File: src/rtl/control.sv
// Multicycle LC-3b control unit: a Moore FSM that sequences fetch, decode and
// execute for ADD/AND/NOT/LDR/STR/BR. Unrecognised opcodes are treated as NOPs.
package lc3b_types;
    typedef enum logic [1:0] {alu_add, alu_and, alu_not, alu_pass} lc3b_aluop;
endpackage

module control
    import lc3b_types::*;
(
    input  logic       clk,
    input  logic       rst_n,
    input  logic [3:0] opcode,
    input  logic       branch_enable,
    input  logic       mem_resp,
    output logic       pcmux_sel,
    output logic       storemux_sel,
    output logic       alumux_sel,
    output logic       marmux_sel,
    output logic       mdrmux_sel,
    output logic       regfilemux_sel,
    output logic       load_pc,
    output logic       load_cc,
    output logic       load_ir,
    output logic       load_mar,
    output logic       load_mdr,
    output logic       load_regfile,
    output lc3b_aluop  aluop,
    output logic       mem_read,
    output logic       mem_write,
    output logic [1:0] mem_byte_enable
);

    typedef enum logic [3:0] {
        FETCH1, FETCH2, FETCH3, DECODE, S_ADD, S_AND, S_NOT,
        CALC_ADDR, LDR1, LDR2, STR1, STR2, BR, BR_TAKEN
    } state_t;

    state_t state_q, state_d;

    assign mem_byte_enable = 2'b11;

    always_ff @(posedge clk or negedge rst_n) begin
        if (!rst_n) state_q <= FETCH1;
        else        state_q <= state_d;
    end

    // Outputs are forced to defaults while reset is held so a pending memory
    // request is withdrawn immediately, not at the next edge.
    always_comb begin
        state_d        = state_q;
        pcmux_sel      = 1'b0;
        storemux_sel   = 1'b0;
        alumux_sel     = 1'b0;
        marmux_sel     = 1'b0;
        mdrmux_sel     = 1'b0;
        regfilemux_sel = 1'b0;
        load_pc        = 1'b0;
        load_cc        = 1'b0;
        load_ir        = 1'b0;
        load_mar       = 1'b0;
        load_mdr       = 1'b0;
        load_regfile   = 1'b0;
        aluop          = alu_add;
        mem_read       = 1'b0;
        mem_write      = 1'b0;
        if (rst_n) begin
            unique case (state_q)
                FETCH1: begin
                    marmux_sel = 1'b1;
                    load_mar   = 1'b1;
                    load_pc    = 1'b1;
                    state_d    = FETCH2;
                end
                FETCH2: begin
                    mem_read   = 1'b1;
                    mdrmux_sel = 1'b1;
                    load_mdr   = mem_resp;
                    if (mem_resp) state_d = FETCH3;
                end
                FETCH3: begin
                    load_ir = 1'b1;
                    state_d = DECODE;
                end
                DECODE: begin
                    unique case (opcode)
                        4'b0001:          state_d = S_ADD;
                        4'b0101:          state_d = S_AND;
                        4'b1001:          state_d = S_NOT;
                        4'b0110, 4'b0111: state_d = CALC_ADDR;
                        4'b0000:          state_d = BR;
                        default:          state_d = FETCH1;
                    endcase
                end
                S_ADD, S_AND: begin
                    aluop        = (state_q == S_AND) ? alu_and : alu_add;
                    load_regfile = 1'b1;
                    load_cc      = 1'b1;
                    state_d      = FETCH1;
                end
                S_NOT: begin
                    aluop        = alu_not;
                    load_regfile = 1'b1;
                    load_cc      = 1'b1;
                    state_d      = FETCH1;
                end
                CALC_ADDR: begin
                    alumux_sel = 1'b1;
                    load_mar   = 1'b1;
                    state_d    = (opcode == 4'b0110) ? LDR1 : STR1;
                end
                LDR1: begin
                    mem_read   = 1'b1;
                    mdrmux_sel = 1'b1;
                    load_mdr   = mem_resp;
                    if (mem_resp) state_d = LDR2;
                end
                LDR2: begin
                    regfilemux_sel = 1'b1;
                    load_regfile   = 1'b1;
                    load_cc        = 1'b1;
                    state_d        = FETCH1;
                end
                STR1: begin
                    storemux_sel = 1'b1;
                    aluop        = alu_pass;
                    load_mdr     = 1'b1;
                    state_d      = STR2;
                end
                STR2: begin
                    mem_write = 1'b1;
                    if (mem_resp) state_d = FETCH1;
                end
                BR: begin
                    state_d = branch_enable ? BR_TAKEN : FETCH1;
                end
                BR_TAKEN: begin
                    pcmux_sel = 1'b1;
                    load_pc   = 1'b1;
                    state_d   = FETCH1;
                end
                default: state_d = FETCH1;
            endcase
        end
    end

endmodule

File: config.mk
export PLATFORM = sky130hd
export DESIGN_NAME = control
export DESIGN_NICKNAME = d
export VERILOG_FILES = /design/src/rtl/control.sv
export SDC_FILE = /design/constraint.sdc
export NUM_CORES = 1
export LEC_CHECK = 0
export ABC_CLOCK_PERIOD_IN_PS = 3200
export CAP_MARGIN = 0
export CORE_MARGIN = 3
export CORE_UTILIZATION = 41
export DETAILED_ROUTE_END_ITERATION = 7
export GPL_TIMING_DRIVEN = 1
export HOLD_SLACK_MARGIN = 0.05
export PLACE_DENSITY = 0.79
export SLEW_MARGIN = 20
export SYNTH_ARGS = -nofsm -noshare
export SYNTH_HDL_FRONTEND = slang
export SYNTH_SLANG_ARGS = --single-unit
File: constraint.sdc
create_clock -name clk -period 3.2 [get_ports clk]
set_input_delay 0.8 -clock clk [delete_from_list [all_inputs] [get_ports clk]]
set_output_delay 0.8 -clock clk [all_outputs]
set_load 0.02 [all_outputs]
==> results of run 1 <==
-- path summary, 6_finish.rpt --
check	from	endpoint	slack [ns]	cells after the start
max in group asynchronous	rst_n	state_q[0]	2.00	3
max reg2reg	state_q[0]	state_q[1]	1.44	4
min	state_q[2]	state_q[2]	0.82	2
max	rst_n	mdrmux_sel	0.07	5
min reg2reg	state_q[2]	state_q[2]	0.82	2
min in group asynchronous	rst_n	state_q[2]	1.09	3
-- power by group through the flow --
stage	Sequential, W	Clock, W	Combinational, W
floorplan	0.0000887	0	0.000380
finish	0.000158	0.0000635	0.000442
CTS	0.000154	0.0000645	0.000441
detailed placement	0.000152	0	0.000449
global route	0.000162	0.0000661	0.000476
global placement	0.000149	0	0.000442
-- cell type report --
class,count,share of cell area [%]
clock buffers,3,2.51
flip-flops and latches,4,11.1
inverters,4,1.67
well taps,15,2.09
multi-input cells,69,52.8
repair buffers,27,29.8
-- stage by stage --
step                power [W]  hold WS (ns)  utilization, %  std cells
finish               0.000663         0.823            65.0        122
global route         0.000704         0.828            65.0        122
CTS                  0.000659         0.802            64.1        122
detailed placement   0.000601         0.788            62.4        119
global placement     0.000591         0.772            62.4        119
floorplan            0.000468         0.504               -         86
-- Yosys cell counts (all sizes together), types with 3 or more instances --
master  number  area [um^2]
buf          9         63.8
nor2         8         30.0
a21o         4         30.0
o21ai        3         15.0
nand2b       5         36.3
inv          4         15.0
o22ai        3         25.0
nand3        3         15.0
dfrtp        4          100
or2          3         18.8
nand2        4         15.0
nor3         4         25.0
-- routing by layer --
layer	global-route usage [%]	vias up
met5	0	-
li1	-	355
met3	2.37	5
met2	30.4	41
met4	7.02	0
met1	26.1	356
-- worst min-delay path: stages (launching register included) --
cell,delay (ns)
dfrtp_1,0.48
inv_2,0.19
o22ai_2,0.10
-- cells by family (layout without fill, tap and decap cells) --
family	Yosys count	in the layout
flops	4	4
mux	1	1
compound gates	26	26
other cells	1	2
simple gates	39	39
buf+inv	13	34
xor+xnor	1	1
-- cells in the final DEF (no fill, tap or decap), types with 2 or more instances in the layout --
master,instances
o21bai_1,2
buf_4,4
o21ai_0,3
nor3_1,3
nor2_1,8
nor2b_1,2
nand2b_2,2
nand2_1,4
a21o_1,4
a211oi_1,2
dfrtp_1,4
nand2b_1,3
dlymetal6s2s_1,5
clkdlybuf4s50_1,14
clkbuf_4,3
o22ai_1,2
inv_1,2
a21oi_1,2
inv_2,2
a31oi_1,2
nand4_1,2
or2_2,2
nand3b_1,2
dlygate4sd2_1,4
conb_1,2
nand3_1,3
-- what timing repair did --
action                                  CTS  global route
hold buffers                              0             0
gates resized for setup                   5             5
endpoints found under the setup margin    5             5
==> impl_metrics.csv, run 1 <==
group,metric,value,unit
sta,worst_slew_pin_slew,0.573,ns
layout,antenna_cells,0,
layout,seq_area,100,um^2
layout,top_regs,"state_q: 4 flops",
clock_tree,cts_tree,"yes",
worst_setup_path,worstSetupEndpointType,"output pin",
worst_setup_path,crit_buf_inv,3,
yosys,ys.flop_type,"dfrtp_1",
yosys,ys_warn_count,0,
pwr,p_int,0.000325,W
worst_setup_path,path_max_fanout,3,
detailed_routing,wl_met2,842,um
detailed_routing,vias,757,
layout,fillers,130,
layout,largest_register_ff_count,4,
pwr,combPwrFrac,66.6,%
sta,fmax,0.320,GHz
yosys,synth_cells,85,
placed_design,postPlaceCellArea,862,um^2
floorplan,num_rows,13,
worst_setup_path,slowest_delay,0.64,ns
worst_setup_path,arrival,2.33,ns
worst_setup_path,path_cells,"clkdlybuf4s50_1 > nand2_1 > buf_4 > nor3_2 > clkdlybuf4s50_1",
sta,slew_headroom,61.8,%
layout,top_register,"state_q",
grt,grt_usage,19.1,%
sta,fin_skew,0.00507,ns
yosys,async_reset_ff_share,100,%
detailed_routing,wl_per_cell,14.6,um
detailed_routing,ant_nets,0,
pwr,p_sw,0.000338,W
yosys,synth_edf_count,0,
worst_hold_path,hold_path_class,"flop to flop",
yosys,synthAdderAreaFrac,0,%
yosys,synth_compound_area_share,33.5,%
pwr,clkPwrFrac,9.6,%
clock_tree,path_clk_slew,0.04,ns
sta,drv_slew,0,
yosys,yosys-mux-area-fraction,1.56,%
floorplan,die_h,45.6,um
detailed_routing,drcViolationCount,0,
detailed_routing,wl_met3,137,um
sta,final.setup.tns,0,ns
clock_tree,cts_buffer_depth,2,
placed_design,place_congestion,0.824,
sta,setup_slack,0.0710,ns
sta,finalHoldViolCount,0,
clock_tree,postCtsSetupBuffers,0,
placed_design,io_buffers,23,
clock_tree,htree_levels,1,
floorplan,die_x,45.6,um
outcome,status,"finished, final reports clean",
clock_tree,clock-root-buffer,"clkbuf_4",
detailed_routing,drt-initial-drc-count,10,
yosys,synth-seq-area-share,15.6,%
detailed_routing,vias_per_cell,6.20,
yosys,netlist_area,643,um^2
detailed_routing,met1_length,785,um
pwr,leakage,0.455,nW
sta,setup_viol,0,
worst_setup_path,required,2.40,ns
clock_tree,cts.sinks,4,
floorplan,num_io_pins,26,
worst_setup_path,critical_path.top_delay_family,"buffers and inverters",
yosys,yosys.area_share.simple,35.2,%
pwr,switching_share,51.0,%
layout,drive_gt1_share,17.8,%
yosys,synth_xor_area_share,1.36,%
worst_setup_path,crit_slowest_cell,"clkdlybuf4s50_1",
worst_setup_path,crit_top_cell,"clkdlybuf4s50_1",
placed_design,dp_hpwl,1.31,mm
run,drv_cap,0,
yosys,synth_top_family_by_area,"simple AND/OR/NAND/NOR gates",
grt,antenna_found_initial,0,
floorplan,die-area,0.00208,mm^2
grt,grt_max_degree,18,
pwr,cellPowerDensity,738,mW/mm^2
detailed_routing,dr.pass1.iters,4,
layout,multi_input_area,474,um^2
yosys,avgSynthCellArea,7.57,um^2
pwr,ir_drop,384,uV
sta,min_period_over_period,97.8,%
pwr,p_seq_share,23.8,%
layout,final_area,898,um^2
grt,grt_pass1_vias,615,
grt,grt-ovfl-total,0,
layout,syn2layout_area_growth,39.7,%
detailed_routing,routed_wl,1.79,mm
grt,grt_pass1_wl,2.90,mm
floorplan,core-area,0.00138,mm^2
sta,grt_setup_unrepaired,"no",
clock_tree,numCtsBuffers,3,
worst_setup_path,startpoint_type,"primary input",
layout,nets,117,
floorplan,start_util,46.5,%
detailed_routing,highest_layer,"met4",
yosys,ys_types,43,
worst_setup_path,criticalPathCategory,"primary input to output pin",
clock_tree,clk_latency,0.24,ns
sta,min_period,3.13,ns
placed_design,place_ws,-0.122,ns
yosys,ys_seq_elements,4,
No activity file was read; power rests on OpenSTA's default activity.
==> run 2: changes to the inputs <==
CTS_CLUSTER_SIZE = 14   (was unset)
==> results of run 2 <==
The final DEF is identical to that of run 1; final timing and power are the same.
